**src/rtl/reorder_buffer.sv**
```systemverilog
// Circular in-order reorder buffer: one allocate, one writeback and one retire per cycle.
// Optional ROB_EARLY_FULL_EN raises rob_full one entry early (count >= DEPTH-1).
module reorder_buffer #(
    parameter int DEPTH  = 16,
    parameter int TAG_W  = 4,
    parameter int AREG_W = 5,
    parameter int PREG_W = 6
) (
    input  logic              clk,
    input  logic              reset,
    input  logic              alloc_valid,
    input  logic              alloc_has_dest,
    input  logic [AREG_W-1:0] alloc_areg,
    input  logic [PREG_W-1:0] alloc_preg,
    input  logic [PREG_W-1:0] alloc_old_preg,
    output logic [TAG_W-1:0]  alloc_tag,
    output logic              alloc_accept,
    input  logic              wb_valid,
    input  logic [TAG_W-1:0]  wb_tag,
    input  logic              wb_exception,
    input  logic              commit_ready,
    output logic              commit_valid,
    output logic [TAG_W-1:0]  commit_tag,
    output logic              commit_has_dest,
    output logic [AREG_W-1:0] commit_areg,
    output logic [PREG_W-1:0] commit_preg,
    output logic [PREG_W-1:0] commit_old_preg,
    output logic              commit_exception,
    input  logic              flush,
    output logic              rob_full,
    output logic              rob_empty,
    output logic [TAG_W:0]    count
);

    localparam logic [TAG_W:0] L_FULL_XOR = {1'b1, {TAG_W{1'b0}}};
    localparam logic [TAG_W:0] L_ONE      = (TAG_W+1)'(1);

    logic [TAG_W:0]      r_head;
    logic [TAG_W:0]      r_tail;
    logic [DEPTH-1:0]    r_valid;
    logic [DEPTH-1:0]    r_done;
    logic [DEPTH-1:0]    r_exc;
    logic [DEPTH-1:0]    r_has_dest;
    logic [AREG_W-1:0]   r_areg     [DEPTH];
    logic [PREG_W-1:0]   r_preg     [DEPTH];
    logic [PREG_W-1:0]   r_old_preg [DEPTH];

    logic [TAG_W-1:0]    w_head_idx;
    logic [TAG_W-1:0]    w_tail_idx;
    logic [TAG_W:0]      w_count;
    logic                w_full;
    logic                w_retire;
    logic                w_clear;

    assign w_head_idx = r_head[TAG_W-1:0];
    assign w_tail_idx = r_tail[TAG_W-1:0];
    assign w_count    = r_tail - r_head;
    assign w_full     = ((r_head ^ r_tail) == L_FULL_XOR);

    assign alloc_tag    = w_tail_idx;
    assign alloc_accept = alloc_valid && !w_full;

    assign commit_valid     = r_valid[w_head_idx] && r_done[w_head_idx];
    assign commit_tag       = w_head_idx;
    assign commit_has_dest  = r_has_dest[w_head_idx];
    assign commit_areg      = r_areg[w_head_idx];
    assign commit_preg      = r_preg[w_head_idx];
    assign commit_old_preg  = r_old_preg[w_head_idx];
    assign commit_exception = r_exc[w_head_idx];

    assign w_retire = commit_valid && commit_ready;
    // A faulting retire discards everything younger, exactly like a flush.
    assign w_clear  = reset || flush || (w_retire && commit_exception);

    assign count     = w_count;
    assign rob_empty = (r_head == r_tail);

`ifdef ROB_EARLY_FULL_EN
    localparam logic [TAG_W:0] L_DEPTH_M1 = (TAG_W+1)'(DEPTH - 1);
    assign rob_full = (w_count >= L_DEPTH_M1);
`else
    assign rob_full = w_full;
`endif

    always_ff @(posedge clk) begin
        if (w_clear) begin
            r_head  <= '0;
            r_tail  <= '0;
            r_valid <= '0;
            r_done  <= '0;
            r_exc   <= '0;
        end else begin
            if (wb_valid && r_valid[wb_tag]) begin
                r_done[wb_tag] <= 1'b1;
                r_exc[wb_tag]  <= wb_exception;
            end
            if (w_retire) begin
                r_valid[w_head_idx] <= 1'b0;
                r_head              <= r_head + L_ONE;
            end
            // The tail slot is never valid when accepted, so it cannot collide with wb or retire.
            if (alloc_accept) begin
                r_valid[w_tail_idx]    <= 1'b1;
                r_done[w_tail_idx]     <= 1'b0;
                r_exc[w_tail_idx]      <= 1'b0;
                r_has_dest[w_tail_idx] <= alloc_has_dest;
                r_areg[w_tail_idx]     <= alloc_areg;
                r_preg[w_tail_idx]     <= alloc_preg;
                r_old_preg[w_tail_idx] <= alloc_old_preg;
                r_tail                 <= r_tail + L_ONE;
            end
        end
    end

endmodule

```
**config.mk**
```make
export PLATFORM = sky130hd
export DESIGN_NAME = reorder_buffer
export DESIGN_NICKNAME = d
export VERILOG_FILES = /design/src/rtl/reorder_buffer.sv
export SDC_FILE = /design/constraint.sdc
export NUM_CORES = 1
export LEC_CHECK = 0
export CORE_ASPECT_RATIO = 0.9
export CORE_MARGIN = 3
export CORE_UTILIZATION = 55
export DETAILED_ROUTE_END_ITERATION = 10
export HOLD_SLACK_MARGIN = 0.06
export PLACE_DENSITY = 0.72
export SLEW_MARGIN = 0
export SYNTH_ARGS = -nofsm -noshare
export SYNTH_HDL_FRONTEND = slang
export SYNTH_SLANG_ARGS = --single-unit
```
**constraint.sdc**
```tcl
create_clock -name clk -period 10.9 [get_ports clk]
set_clock_uncertainty 0.1 [all_clocks]
set_input_delay 1.09 -clock clk [delete_from_list [all_inputs] [get_ports clk]]
set_output_delay 1.09 -clock clk [all_outputs]
set_load 0.01 [all_outputs]
```
# After elaboration in Yosys (flattened, before gate mapping)
# Memories as Yosys holds them, arrays and structs flattened. A register that Yosys moved wholly into a read port is not among the register bits.
# Index checks and enable logic that the tools add are counted.
# Widths: inputs -> output; s select.
# totals
register_bits	74
latch_bits	0
ramBits	272
rom_bits	0
inputBits	29
out_inout_bits	36
word_cells	77
n_memories	3
# memory_table
name	depth	width	rd	rd_ports_with_merged_regs	wr	line	text
r_old_preg	16	6	1	1	1	46	logic [PREG_W-1:0] r_old_preg [DEPTH];
r_preg	16	6	1	1	1	45	logic [PREG_W-1:0] r_preg [DEPTH];
r_areg	16	5	1	1	1	44	logic [AREG_W-1:0] r_areg [DEPTH];
# op_classes
add_sub_neg	3
mul	0
div	0
n_lt_le_gt_ge	6
eq_ne	2
n_shift	0
n_mux	36
bitwise	9
n_reduce_logical	12
# ops
operator	count
$mux 16	9
$and 16x16->16	3
$bwmux 16	2
$not 16->16	2
$or 16x16->16	2
$mux 4	6
$bmux 1 s4	5
$lt 4x5->1 const B	3
$demux 1 s4	3
$ge 4x1->1 const B	3
$mux 1	11
$add 5x1->5 const B	2
$logic_and 1x1->1	8
$eq 5x5->1	1
$eq 5x5->1 const B	1
$sub 5x5->5	1
$xor 5x5->5	1
$logic_or 1x1->1	2
$reduce_and 2->1	1
$logic_not 1->1	1
$not 1->1	1

# Depth between registers and ports, before layout
# logic_depth
ltp_word	10
mapped_depth	10
ltp_nobuf	8

# Worst setup path after synthesis
# OpenSTA, ideal clock, no wires.
# synth_path
path_type	register to register
from	reg r_head[3]
to	mem r_areg[11][0], enable pin
setup_ps	416
arrival_ps	3453
t_required_ps	10384
slack_ps	6931
path_stages_with_launch	9
path_buffers	2
synth_period_minus_slack_ps	3969
cell_sequence	dfxtp_1 -> buf_2 -> buf_1 -> clkinv_1 -> ha_1 -> and4_1 -> a21boi_2 -> nand2_1 -> nor3_1
# synth_via
elab_chain_len	8
elab_cells_between_ends	17
cone_classes	eq/ne (1); mux (9); bitwise (1); reduce/logical (6)
# synth_rtl
item	line	text
start: declaration	38	logic [TAG_W:0] r_head;
start signal: assignment	99	r_head <= r_head + L_ONE;
$bmux 1 s4	63	assign commit_valid = r_valid[w_head_idx] && r_done[w_head_idx];
$mux 1 (not written as such)	63	
$logic_and 1x1->1	63	
$logic_and 1x1->1	71	assign w_retire = commit_valid && commit_ready;
$logic_and 1x1->1	73	assign w_clear = reset || flush || (w_retire && commit_exception);
$logic_or 1x1->1	73	
$mux 1 (*)	86	if (w_clear) begin
$mux 1 (not written as such) (*)	107	r_areg[w_tail_idx] <= alloc_areg;
end: declaration	44	
# Every way passes the cells marked *; elsewhere a longest branch is shown, timed or not. The select of a mux whose other input is x is not followed.

# Worst setup path in the final report
# layout_path
from	reg r_head[3]
to	out alloc_accept
# layout_via
elab_chain_len	4
# layout_rtl
item	line	text
$xor 5x5->5	58	assign w_full = ((r_head ^ r_tail) == L_FULL_XOR);
$eq 5x5->1	58	
$logic_not 1->1	61	assign alloc_accept = alloc_valid && !w_full;
$logic_and 1x1->1	61	
end: declaration	17	output logic alloc_accept,
# No other way between the ends.

==> flow_summary.json <==
{
  "cts_buffers": 35,
  "rows": 55,
  "period_minus_slack_ps": 5080,
  "end_kind": "primary output",
  "grt_pass1_wl_um": 48600,
  "synth_cell_types": 49,
  "start_util": 0.560,
  "p_leak_uw": 0.00520,
  "wirelength_um": 32200,
  "dr.pass1.iters": 5,
  "antenna_found_initial": 0,
  "insertion_delay_ps": 510,
  "setup_viol": 0,
  "rsz0062_at_grt": "false",
  "first_global_vias": 7730,
  "grt_overflow": 0,
  "peakVddDrop_mv": 0.0986,
  "drc": 0,
  "drive_gt1_frac": 0.221,
  "area_growth_pct": 16.0,
  "setup_tns_ps": 0,
  "slew_viol_final": 0,
  "synthArstFlopShare": 0,
  "synth_area_um2": 14100,
  "slowest_stage": "dfxtp_1",
  "ctsHoldBuffers": 0,
  "final_nets": 912,
  "final_area_um2": 16400,
  "synth_flop_cell": "edfxtp_1",
  "avgViaCountPerCell": 6.27,
  "cts_sinks": 350,
  "antenna_left": 0,
  "place_area_um2": 15200,
  "cts_root_buffer": "clkbuf_16",
  "grt_max_degree": 69,
  "hold_class": "register to register",
  "period_share": 0.466,
  "drtIter0Drc": 988,
  "cp_max_fo": 21,
  "tightest_slew_ps": 1050,
  "dieArea_um2": 27700,
  "synthesis.nets": 844,
  "synth_seq_area_share": 0.699,
  "postCtsResizedCells": 0,
  "core_area_um2": 25300,
  "io_pins": 65,
  "hpwl_um": 19500,
  "hold_violations": 0,
  "critical_path.cell_chain": "clkinv_1 -> ha_1 -> and4_1 -> a21boi_2 -> clkdlybuf4s50_1",
  "max_slew_margin": 0.295,
  "crit_path_max_incr_delay_ps": 920,
  "power_density_nw_per_um2": 171,
  "clkTransAtPathRegs_ps": 60,
  "drt-wirelength-per-cell_um": 26.0,
  "die_y_um": 158,
  "place.gp.congestion": 0.930,
  "n_antenna_cell": 0,
  "path_buf_inv": 2,
  "postCtsSetupRepairBufs": 0,
  "synth_warnings": 0,
  "crit_family": "buffers and inverters",
  "syn_inst": 802,
  "vias": 7757,
  "synth_edf_count": 288,
  "max_cap_violations": 0,
  "synth-seq-cells": 350,
  "die_w_um": 175,
  "syn_avg_cell_area_um2": 17.6,
  "max-clock-path-buffers": 3,
  "crit_arrival_ps": 3890,
  "crit_type": "register to primary output",
  "track_usage": 0.237,
  "cts_tree": "built",
  "critPathRequiredTime_ps": 9710,
  "startpoint_type": "register",
  "io_buffers": 64,
  "outcome": "finished clean",
  "fill_cells": 1711,
  "hold_slack_ps": 417,
  "htree_num_levels": 2,
  "max_freq_mhz": 197
}
## kinds of logic after synthesis
kind of cell | share of synthesized area
AO/OA/AOI/OAI | 0.0376
XOR/XNOR | 0.00495
adder cells (fa/ha/maj) | 0.0120
buffers and inverters | 0.0245
flip-flops | 0.699
multiplexers | 0.168
AND/OR/NAND/NOR | 0.0536
## path summary, 6_finish.rpt
| path | from | cells past startpoint | end | slack [ps] |
|---|---|---|---|---|
| max | r_head[3] | 5 | alloc_accept | 5820 |
| min | r_done[15] | 2 | r_done[15] | 420 |
| max reg2reg | r_head[3] | 7 | r_preg[3][3] | 5860 |
| min reg2reg | r_done[15] | 2 | r_done[15] | 420 |
## flip-flops by register name, indices dropped and copies added, names as in the netlist, named ones only
signal      flops
r_areg         80
r_preg         96
r_has_dest     16
r_old_preg     96
r_exc          16
r_done         16
r_tail          5
r_valid        16
r_head          5
## cells in the final DEF, fill, tap and decap left out, types with 2 or more instances in the layout
cell,count
clkinv_1,5
nand4_1,6
buf_4,22
a32o_1,4
nor2b_1,2
mux2i_1,16
a31oi_1,2
xor2_1,4
inv_1,15
and3b_1,4
and3_1,4
o21ai_0,13
ha_1,12
nor3_1,37
nor3_2,4
bufinv_16,8
nor3b_1,2
nor2_2,12
clkdlybuf4s50_1,64
clkinv_2,8
clkbuf_1,5
dfxtp_1,60
nand3_1,13
mux4_2,98
a21oi_1,41
a311oi_1,4
nor2_1,25
o31ai_1,9
nor4_1,2
nand2b_1,4
o21ai_4,2
nand2_1,41
edfxtp_1,288
xnor2_1,4
a21o_1,2
clkbuf_16,37
## stage by stage
step,worst slack (ps),util,power [µW],std cells
after global placement,6090,0.600,1530,1175
after detailed placement,5920,0.600,1530,1175
after CTS,5830,0.650,2820,1238
after global routing,5440,0.650,2870,1238
after floorplan,6930,-,1500,802
final,5820,0.650,2800,1238
## cells in the mapped netlist (3+ instances only)
library cell    n  share of area
xnor2_1         4         0.0025
nand3_1        13         0.0046
buf_4          14         0.0074
nor2b_1         3         0.0013
mux4_2         98           0.16
edfxtp_1      288           0.61
o31ai_1         9         0.0048
nand4_1         6         0.0027
inv_1          15         0.0040
xor2_1          4         0.0025
buf_1           6         0.0016
a311oi_1        4         0.0025
and3_1          4         0.0018
nor2_1         37         0.0098
ha_1           12          0.011
o21ai_0        13         0.0046
a32o_1          4         0.0028
nand2b_1        4         0.0018
a21oi_1        41          0.015
nor3_1         40          0.014
clkbuf_1       23         0.0061
nand2_1        41          0.011
mux2i_1        16          0.011
and3b_1         4         0.0025
dfxtp_1        62          0.088
buf_2           9         0.0032
## worst min-delay path, cell delays in order (launching register included)
cell,delay [ps]
dfxtp_1,310
a21oi_1,110
nor3_1,50
## routing by layer
layer | share of wire | global-route usage | wire length, µm | vias up
li1 | - | - | - | 3327
met1 | 0.43 | 0.354 | 13800 | 4008
met2 | 0.47 | 0.370 | 15100 | 364
met3 | 0.080 | 0.0398 | 2560 | 58
met4 | 0.023 | 0.0687 | 736 | 0
met5 | 0 | 0 | 0 | -
## layout make-up
class,count,area [µm²],share of cell area
clock buffer,43,958,0.0584
timing repair buffer,86,806,0.0491
clock inverter,20,295,0.0180
tap,342,428,0.0261
inverter,16,60.1,0.00366
sequential,350,9890,0.603
multi-input combinational,381,3970,0.242
## power by group
part / internal (µW) / total [µW] / switching, µW
registers: 1450 / 1450 / 1.66
logic: 21.2 / 56.3 / 35.2
clock network: 814 / 1290 / 480
total: 2280 / 2800 / 517
No activity file was read; power rests on OpenSTA's default activity.
